==> src/rtl/nn_result_streamer.sv <==
`default_nettype none
// =============================================================================
// nn_result_streamer - reads a result vector from neuron RAM and streams it to
// a valid/ready/last host. Optional macro: NN_RESULT_STREAMER_ARGMAX_EN. Rev 1.0
// =============================================================================
module nn_result_streamer #(
  parameter int DATA_W     = 8,
  parameter int ADDR_W     = 8,
  parameter int FIFO_DEPTH = 4
) (
  input  logic              clk,
  input  logic              reset,
  input  logic              finished,
  input  logic [ADDR_W-1:0] result_base_address,
  input  logic [7:0]        result_word_count,
  output logic [ADDR_W-1:0] ram_read_adr,
  input  logic [DATA_W-1:0] ram_read_data,
  output logic [DATA_W-1:0] out_data,
  output logic              out_valid,
  input  logic              out_ready,
  output logic              out_last,
  output logic              busy,
  output logic              done
`ifdef NN_RESULT_STREAMER_ARGMAX_EN
  ,
  output logic [7:0]        argmax_index,
  output logic [DATA_W-1:0] argmax_value
`endif
);

  localparam int PTR_W = (FIFO_DEPTH > 1) ? $clog2(FIFO_DEPTH) : 1;
  localparam int CNT_W = $clog2(FIFO_DEPTH + 1);
  localparam logic [PTR_W-1:0] c_last_ptr = PTR_W'(FIFO_DEPTH - 1);
  localparam logic [CNT_W:0]   c_depth    = (CNT_W + 1)'(FIFO_DEPTH);

  typedef enum logic [1:0] {
    S_IDLE   = 2'd0,
    S_STREAM = 2'd1,
    S_DONE   = 2'd2
  } state_t;

  state_t              r_state;
  state_t              w_state_next;
  logic                r_finished_d;
  logic [7:0]          r_count;
  logic [7:0]          r_issued;
  logic [7:0]          r_sent;
  logic                r_inflight;
  logic [ADDR_W-1:0]   r_ram_adr;
  logic [DATA_W-1:0]   r_mem [FIFO_DEPTH];
  logic [PTR_W-1:0]    r_wr_ptr;
  logic [PTR_W-1:0]    r_rd_ptr;
  logic [CNT_W-1:0]    r_fifo_count;

  logic                w_start;
  logic                w_issue;
  logic                w_push;
  logic                w_pop;
  logic                w_valid;
  logic                w_last;
  logic [CNT_W:0]      w_used;
  logic [DATA_W-1:0]   w_head;
  logic [PTR_W-1:0]    w_wr_next;
  logic [PTR_W-1:0]    w_rd_next;

  assign w_start   = (r_state == S_IDLE) & finished & ~r_finished_d;
  // Credit rule: a read is only issued if its data is guaranteed a FIFO slot.
  assign w_used    = {1'b0, r_fifo_count} + {{CNT_W{1'b0}}, r_inflight};
  assign w_issue   = (r_state == S_STREAM) & (r_issued < r_count) & (w_used < c_depth);
  assign w_push    = r_inflight;
  assign w_valid   = (r_fifo_count != '0);
  assign w_pop     = w_valid & out_ready;
  assign w_last    = w_valid & (r_sent == (r_count - 8'd1));
  assign w_head    = r_mem[r_rd_ptr];
  assign w_wr_next = (r_wr_ptr == c_last_ptr) ? '0 : r_wr_ptr + PTR_W'(1);
  assign w_rd_next = (r_rd_ptr == c_last_ptr) ? '0 : r_rd_ptr + PTR_W'(1);

  always_ff @(posedge clk) begin
    if (reset) begin
      r_state <= S_IDLE;
    end else begin
      r_state <= w_state_next;
    end
  end

  always_comb begin
    w_state_next = r_state;
    case (r_state)
      S_IDLE: begin
        if (w_start) begin
          w_state_next = (result_word_count == 8'd0) ? S_DONE : S_STREAM;
        end
      end
      S_STREAM: begin
        if (w_pop & w_last) begin
          w_state_next = S_DONE;
        end
      end
      S_DONE: begin
        if (!finished) begin
          w_state_next = S_IDLE;
        end
      end
      default: w_state_next = S_IDLE;
    endcase
  end

  always_ff @(posedge clk) begin
    if (reset) begin
      r_finished_d <= 1'b0;
      r_count      <= 8'd0;
      r_issued     <= 8'd0;
      r_sent       <= 8'd0;
      r_inflight   <= 1'b0;
      r_ram_adr    <= '0;
      r_wr_ptr     <= '0;
      r_rd_ptr     <= '0;
      r_fifo_count <= '0;
    end else begin
      r_finished_d <= finished;
      r_inflight   <= w_issue;
      if (w_start) begin
        r_count   <= result_word_count;
        r_issued  <= 8'd0;
        r_sent    <= 8'd0;
        r_ram_adr <= result_base_address;
      end
      // The address stops on the last issued word rather than running one past.
      if (w_issue) begin
        r_issued <= r_issued + 8'd1;
        if ((r_issued + 8'd1) < r_count) begin
          r_ram_adr <= r_ram_adr + ADDR_W'(1);
        end
      end
      if (w_push) begin
        r_mem[r_wr_ptr] <= ram_read_data;
        r_wr_ptr        <= w_wr_next;
      end
      if (w_pop) begin
        r_rd_ptr <= w_rd_next;
        r_sent   <= r_sent + 8'd1;
      end
      case ({w_push, w_pop})
        2'b10:   r_fifo_count <= r_fifo_count + CNT_W'(1);
        2'b01:   r_fifo_count <= r_fifo_count - CNT_W'(1);
        default: r_fifo_count <= r_fifo_count;
      endcase
    end
  end

`ifdef NN_RESULT_STREAMER_ARGMAX_EN
  logic [7:0]        r_argmax_index;
  logic [DATA_W-1:0] r_argmax_value;

  always_ff @(posedge clk) begin
    if (reset || w_start) begin
      r_argmax_index <= 8'd0;
      r_argmax_value <= '0;
    end else if (w_pop) begin
      if ((r_sent == 8'd0) || ($signed(w_head) > $signed(r_argmax_value))) begin
        r_argmax_index <= r_sent;
        r_argmax_value <= w_head;
      end
    end
  end

  assign argmax_index = r_argmax_index;
  assign argmax_value = r_argmax_value;
`endif

  assign ram_read_adr = r_ram_adr;
  assign out_valid    = w_valid;
  assign out_data     = w_valid ? w_head : '0;
  assign out_last     = w_last;
  assign busy         = (r_state == S_STREAM);
  assign done         = (r_state == S_DONE);

endmodule
`default_nettype wire

==> config.mk <==
export PLATFORM = sky130hd
export DESIGN_NAME = nn_result_streamer
export DESIGN_NICKNAME = d
export VERILOG_FILES = /design/src/rtl/nn_result_streamer.sv
export SDC_FILE = /design/constraint.sdc
export NUM_CORES = 1
export LEC_CHECK = 0
export CAP_MARGIN = 10
export CORE_MARGIN = 1.5
export CORE_UTILIZATION = 60
export DETAILED_ROUTE_END_ITERATION = 16
export PLACE_DENSITY_LB_ADDON = 0.08
export SKIP_LAST_GASP = 1
export SLEW_MARGIN = 30
export SYNTH_ARGS = -nofsm -noshare
export SYNTH_HDL_FRONTEND = slang
export SYNTH_SLANG_ARGS = --single-unit
==> constraint.sdc <==
create_clock -name clk -period 5.97 [get_ports clk]
set_input_delay 1.194 -clock clk [delete_from_list [all_inputs] [get_ports clk]]
set_output_delay 1.194 -clock clk [all_outputs]
set_load 0.01 [all_outputs]
## Word-level counts from Yosys, hierarchy flattened

Memory sizes are Yosys's and may differ from the RTL's. A register that Yosys moved wholly into a read port is not among the register bits.
Index checks and enable logic that the tools add are counted.

- Register bits: 43
- Memory bits (writable): 32
- Bits of input ports: 28
- Output and inout port bits: 20
- Word-level logic and storage cells: 68
- Memories: 1

- Add/sub/neg operators: 9
- Magnitude comparators: 3
- Eq/ne operators: 10
- Muxes and demuxes: 20
- Bitwise operators: 8
- Reductions and logical operators: 7

Memory list:

| memory | words | width | read ports | clocked after memory_dff | wr ports | line | source |
|---|---|---|---|---|---|---|---|
| r_mem | 4 | 8 | 1 | 1 | 1 | 50 | `logic [DATA_W-1:0] r_mem [FIFO_DEPTH];` |

Operators by type and width:

| operator | number |
|---|---|
| 8-bit 2-to-1 mux | 7 |
| 8-bit by 1-bit adder with 8-bit output, second input constant | 3 |
| 8-bit < comparator | 2 |
| 2-bit 2-to-1 mux | 8 |
| 2-bit == test, second input constant | 4 |
| 8-bit == test | 1 |
| 8-bit logical NOT | 1 |
| 8-bit by 1-bit subtractor with 8-bit output, second input constant | 1 |
| 1-bit AND | 7 |
| 2-bit one-hot mux with 3 select lines | 1 |
| 3-bit one-hot mux with 2 select lines | 1 |
| 2-bit nonzero test | 3 |
| 2-bit by 1-bit adder with 2-bit output, second input constant | 2 |
| 3-bit by 1-bit adder with 4-bit output | 1 |
| 2-bit by 1-bit == test with 1-bit output, second input constant | 2 |
| 4-bit by 3-bit < comparator with 1-bit output, second input constant | 1 |
| 2-bit inequality test, second input constant | 2 |
| 3-bit by 1-bit adder with 3-bit output, second input constant | 1 |
| 1-bit 2-to-1 mux | 3 |
| 3-bit AND reduction | 1 |
| 3-bit nonzero test | 1 |
| 3-bit by 1-bit subtractor with 3-bit output, second input constant | 1 |
| 2-bit logical NOT | 1 |
| 2-bit by 1-bit inequality test with 1-bit output, second input constant | 1 |
| 1-bit NOT | 1 |

## Logic depth before layout (Yosys ltp)

- Depth after elaboration: 6
- Gate-level depth with buffers: 11
- Gate-level depth less buffers: 11

## Least setup slack after synthesis

OpenSTA, ideal clock, no wires.

- Path type: reg2out
- Start: register r_count[0]
- End: output port out_last
- Data arrival time: 1572 ps
- Data required time: 4776 ps
- Slack: 3204 ps
- Stages on the path, launching flop included: 6
- Buffers on the path: 0
- Cells stage by stage: dfxtp_1 inv_1 ha_1 and3_1 a2111oi_0 o2111a_1

- Word-level cells in the longest chain between the ends: 3

RTL lines:

| element | line | source |
|---|---|---|
| from (decl) | 45 | `logic [7:0] r_count;` |
| from (signal assigned) | 123 | `r_count <= result_word_count;` |
| 8-bit by 1-bit subtractor with 8-bit output | 73 | `assign w_last = w_valid & (r_sent == (r_count - 8'd1));` |
| 8-bit == test | 73 |  |
| 1-bit AND | 73 |  |
| to (decl) | 21 | `output logic out_last,` |

Every way passes these cells.

## Worst setup path after layout

Same ends and word-level chain as after synthesis.

==> impl_metrics.json <==
{
  "synth.area.top_cells": "edfxtp_1 (24%), dfxtp_1 (22%), ha_1 (7.5%), mux4_2 (4.5%), a21oi_1 (4.2%)",
  "grt_max_degree": 27,
  "post_cts_buffers": 0,
  "grt_overflow_total": 0,
  "fin_nets": 492,
  "h-tree-depth": 3,
  "arrival_ps": 2710,
  "yosysWarnings": 0,
  "vias": 3073,
  "drc_errors": 0,
  "wl_per_cell_um": 16.8,
  "whs_ps": 497,
  "drive_gt1_frac": 0.0878,
  "clock_latency_ps": 350,
  "rows": 29,
  "clkPwrFrac": 0.311,
  "dp_hpwl_mm": 6.22,
  "worstHoldPathType": "reg2reg",
  "first_pass_iters": 4,
  "r2r_start": "r_fifo_count[0]",
  "slowest_stage": "clkdlybuf4s50_1",
  "synthMuxAreaShare": 0.0499,
  "core-area_um2": 6390,
  "ios": 48,
  "antenna_found_initial": 0,
  "setup-violations-final": 0,
  "grt_pass1_wl_mm": 14.5,
  "detail_route.vias_per_cell": 5.90,
  "cp.required_ps": 4780,
  "syn-cell-area_um2": 4010,
  "relSlewSlack": 0.508,
  "fillers": 464,
  "slew_viol_final": 0,
  "fin_skew_ps": 10.7,
  "avgSynthCellArea_um2": 10.2,
  "max_stage_delay_ps": 560,
  "placedInstanceArea_um2": 4530,
  "start_util": 0.628,
  "grt_use_total": 0.260,
  "synth-xor-area-share": 0.0434,
  "synth_top_family_by_area": "simple AND/OR/NAND/NOR gates",
  "dieArea_um2": 7180,
  "seqPwrFrac": 0.460,
  "cellLeakagePower_uw": 0.00170,
  "hold_buffers": 0,
  "p_per_area_nw_per_um2": 277,
  "fmax_mhz": 256,
  "p_sw_frac": 0.302,
  "diodes": 0,
  "syn_nets": 446,
  "wirelength_mm": 8.76,
  "synth_edf_count": 32,
  "netlist_top_cells_count": "dfxtp_1 (45), a21oi_1 (34), edfxtp_1 (32)",
  "synth_largest_area_cell": "edfxtp_1",
  "ctsResizeCount": 0,
  "hold_start": "r_rd_ptr[1]",
  "synth_simple_gate_area_share": 0.183,
  "cts_tree": "built",
  "cap_violations": 0,
  "status": "finished clean",
  "ant_nets": 0,
  "die_h_um": 84.7,
  "ys_ff_latch": 77,
  "cp_max_fo": 7,
  "area_growth_pct": 18.2,
  "path_class": "reg2out",
  "ys.flop_type": "dfxtp_1",
  "cts_sinks": 77,
  "synth-adder-area-share": 0.0799,
  "p_sw_uw": 397,
  "cts_made_buffers": 9,
  "rsz0062_at_grt": "no",
  "root_buffer": "clkbuf_8",
  "first_iter_violations": 157,
  "yosysMostFrequentCell": "dfxtp_1",
  "gp_congestion": 0.880,
  "fin_setup_tns_ps": 0,
  "power.total_uw": 1310,
  "die_w_um": 84.7,
  "ff2ff_setup_slack_ps": 3020,
  "reg2reg_depth": 9,
  "port-buffer-count": 47,
  "first_global_vias": 2949,
  "yosysUniqueCellTypes": 57,
  "postSynth.asyncResetShare": 0,
  "synth_compound_area_frac": 0.144,
  "min_period_over_period": 0.654,
  "design_area_um2": 4740,
  "r2r-end": "r_fifo_count[2]",
  "crit_chain": "inv_1 > ha_1 > and3_1 > a2111oi_0 > o2111a_1 > clkdlybuf4s50_1",
  "cts.clk_slew.worst_paths_ps": 90,
  "yosysSeqAreaShare": 0.464,
  "netlist.area_leader.share": 0.240,
  "fin_crit_ps": 3900,
  "synthCells": 393,
  "start_kind": "flop",
  "end_kind": "primary output",
  "hold_viol": 0,
  "comb_power_share": 0.229,
  "clockBufferDepth": 2,
  "ir_drop_mv": 0.250,
  "worst_pin_slew_ps": 736,
  "p_int_uw": 917,
  "whs_path_depth": 2
}
## registers in the layout, summed over array words and instances, names as in the netlist, named ones only
signal        cells
r_mem            32
r_count           8
r_issued          8
r_sent            8
ram_read_adr      8
r_fifo_count      3
r_rd_ptr          2
r_state           2
r_wr_ptr          2
r_finished_d      1
r_inflight        1
## power groups by stage
stage | clock network, µW | logic (µW) | registers (µW)
floorplan | 0 | 196 | 603
global placement | 0 | 291 | 614
detailed placement | 0 | 294 | 617
CTS | 418 | 299 | 605
global route | 435 | 330 | 610
finish | 409 | 301 | 605
## cell type report
| type | instances | area (µm²) | area share |
|---|---|---|---|
| Inverter | 22 | 82.6 | 0.0174 |
| Clock inverter | 6 | 70.1 | 0.0148 |
| Timing Repair Buffer | 49 | 485 | 0.102 |
| Multi-Input combinational cell | 280 | 2000 | 0.423 |
| Sequential cell | 77 | 1860 | 0.393 |
| Tap cell | 77 | 96.3 | 0.0203 |
| Clock buffer | 10 | 138 | 0.0291 |
## critical path: cells and delay by family, from the launching register on
family                     cells  cell delay, ps
AOI/OAI and AO/OA              2             760
adders and majority gates      1             280
buffers and inverters          2             640
DFF                            1             470
and+or+nand+nor                1             220
## logic make-up after synthesis
family / Yosys count
mux: 10
fa+ha+maj: 25
xor+xnor: 19
simple gates: 141
flops: 77
compound gates: 85
buf+inv: 36
## cells in the final DEF (no fill, tap or decap), drive strengths merged, types with 2 or more instances in the layout
| master | Yosys | routed |
|---|---|---|
| ha | 24 | 24 |
| and3 | 8 | 8 |
| clkinvlp | 0 | 3 |
| a32oi | 5 | 5 |
| a311oi | 2 | 2 |
| and2 | 12 | 12 |
| xnor2 | 9 | 9 |
| nor2b | 3 | 3 |
| clkdlybuf4s50 | 0 | 47 |
| or3 | 7 | 7 |
| o21ai | 19 | 19 |
| nand4 | 3 | 3 |
| a21bo | 2 | 2 |
| a21oi | 35 | 35 |
| inv | 22 | 24 |
| o211ai | 2 | 2 |
| buf | 3 | 2 |
| mux4 | 8 | 8 |
| a31oi | 5 | 5 |
| o31ai | 2 | 2 |
| nand3b | 6 | 6 |
| clkbuf | 11 | 10 |
| edfxtp | 32 | 32 |
| a211oi | 3 | 3 |
| dfxtp | 45 | 45 |
| nand3 | 21 | 21 |
| nor4 | 10 | 10 |
| nand2 | 32 | 32 |
| xor2 | 10 | 10 |
| nor3 | 7 | 7 |
| nor2 | 30 | 30 |
| mux2i | 2 | 2 |
## metal layers
layer  vias to the layer above  part of all wire  GRT usage
li1                       1538                 -          -
met1                      1470              0.46      0.350
met2                        63              0.50      0.425
met3                         2             0.044     0.0659
met4                         0            0.0033     0.0616
met5                         -                 0          0
## worst max path at each step
stage	depth (start not counted)	slack [ps]	start	to
CTS	6	2080	r_count[0]	out_last
floorplan	5	3200	r_count[0]	out_last
global placement	6	2490	r_count[0]	out_last
global route	6	1930	r_count[0]	out_last
detailed placement	6	2390	r_count[0]	out_last
finish	6	2070	r_count[0]	out_last
## stage by stage
step | utilization | setup WS (ps) | cells
after floorplan | - | 3200 | 393
after CTS | 0.742 | 2080 | 521
after global placement | 0.709 | 2490 | 505
after global routing | 0.742 | 1930 | 521
after detailed placement | 0.709 | 2390 | 505
final | 0.742 | 2070 | 521
Note: power is estimated with default switching activity, not from simulation.
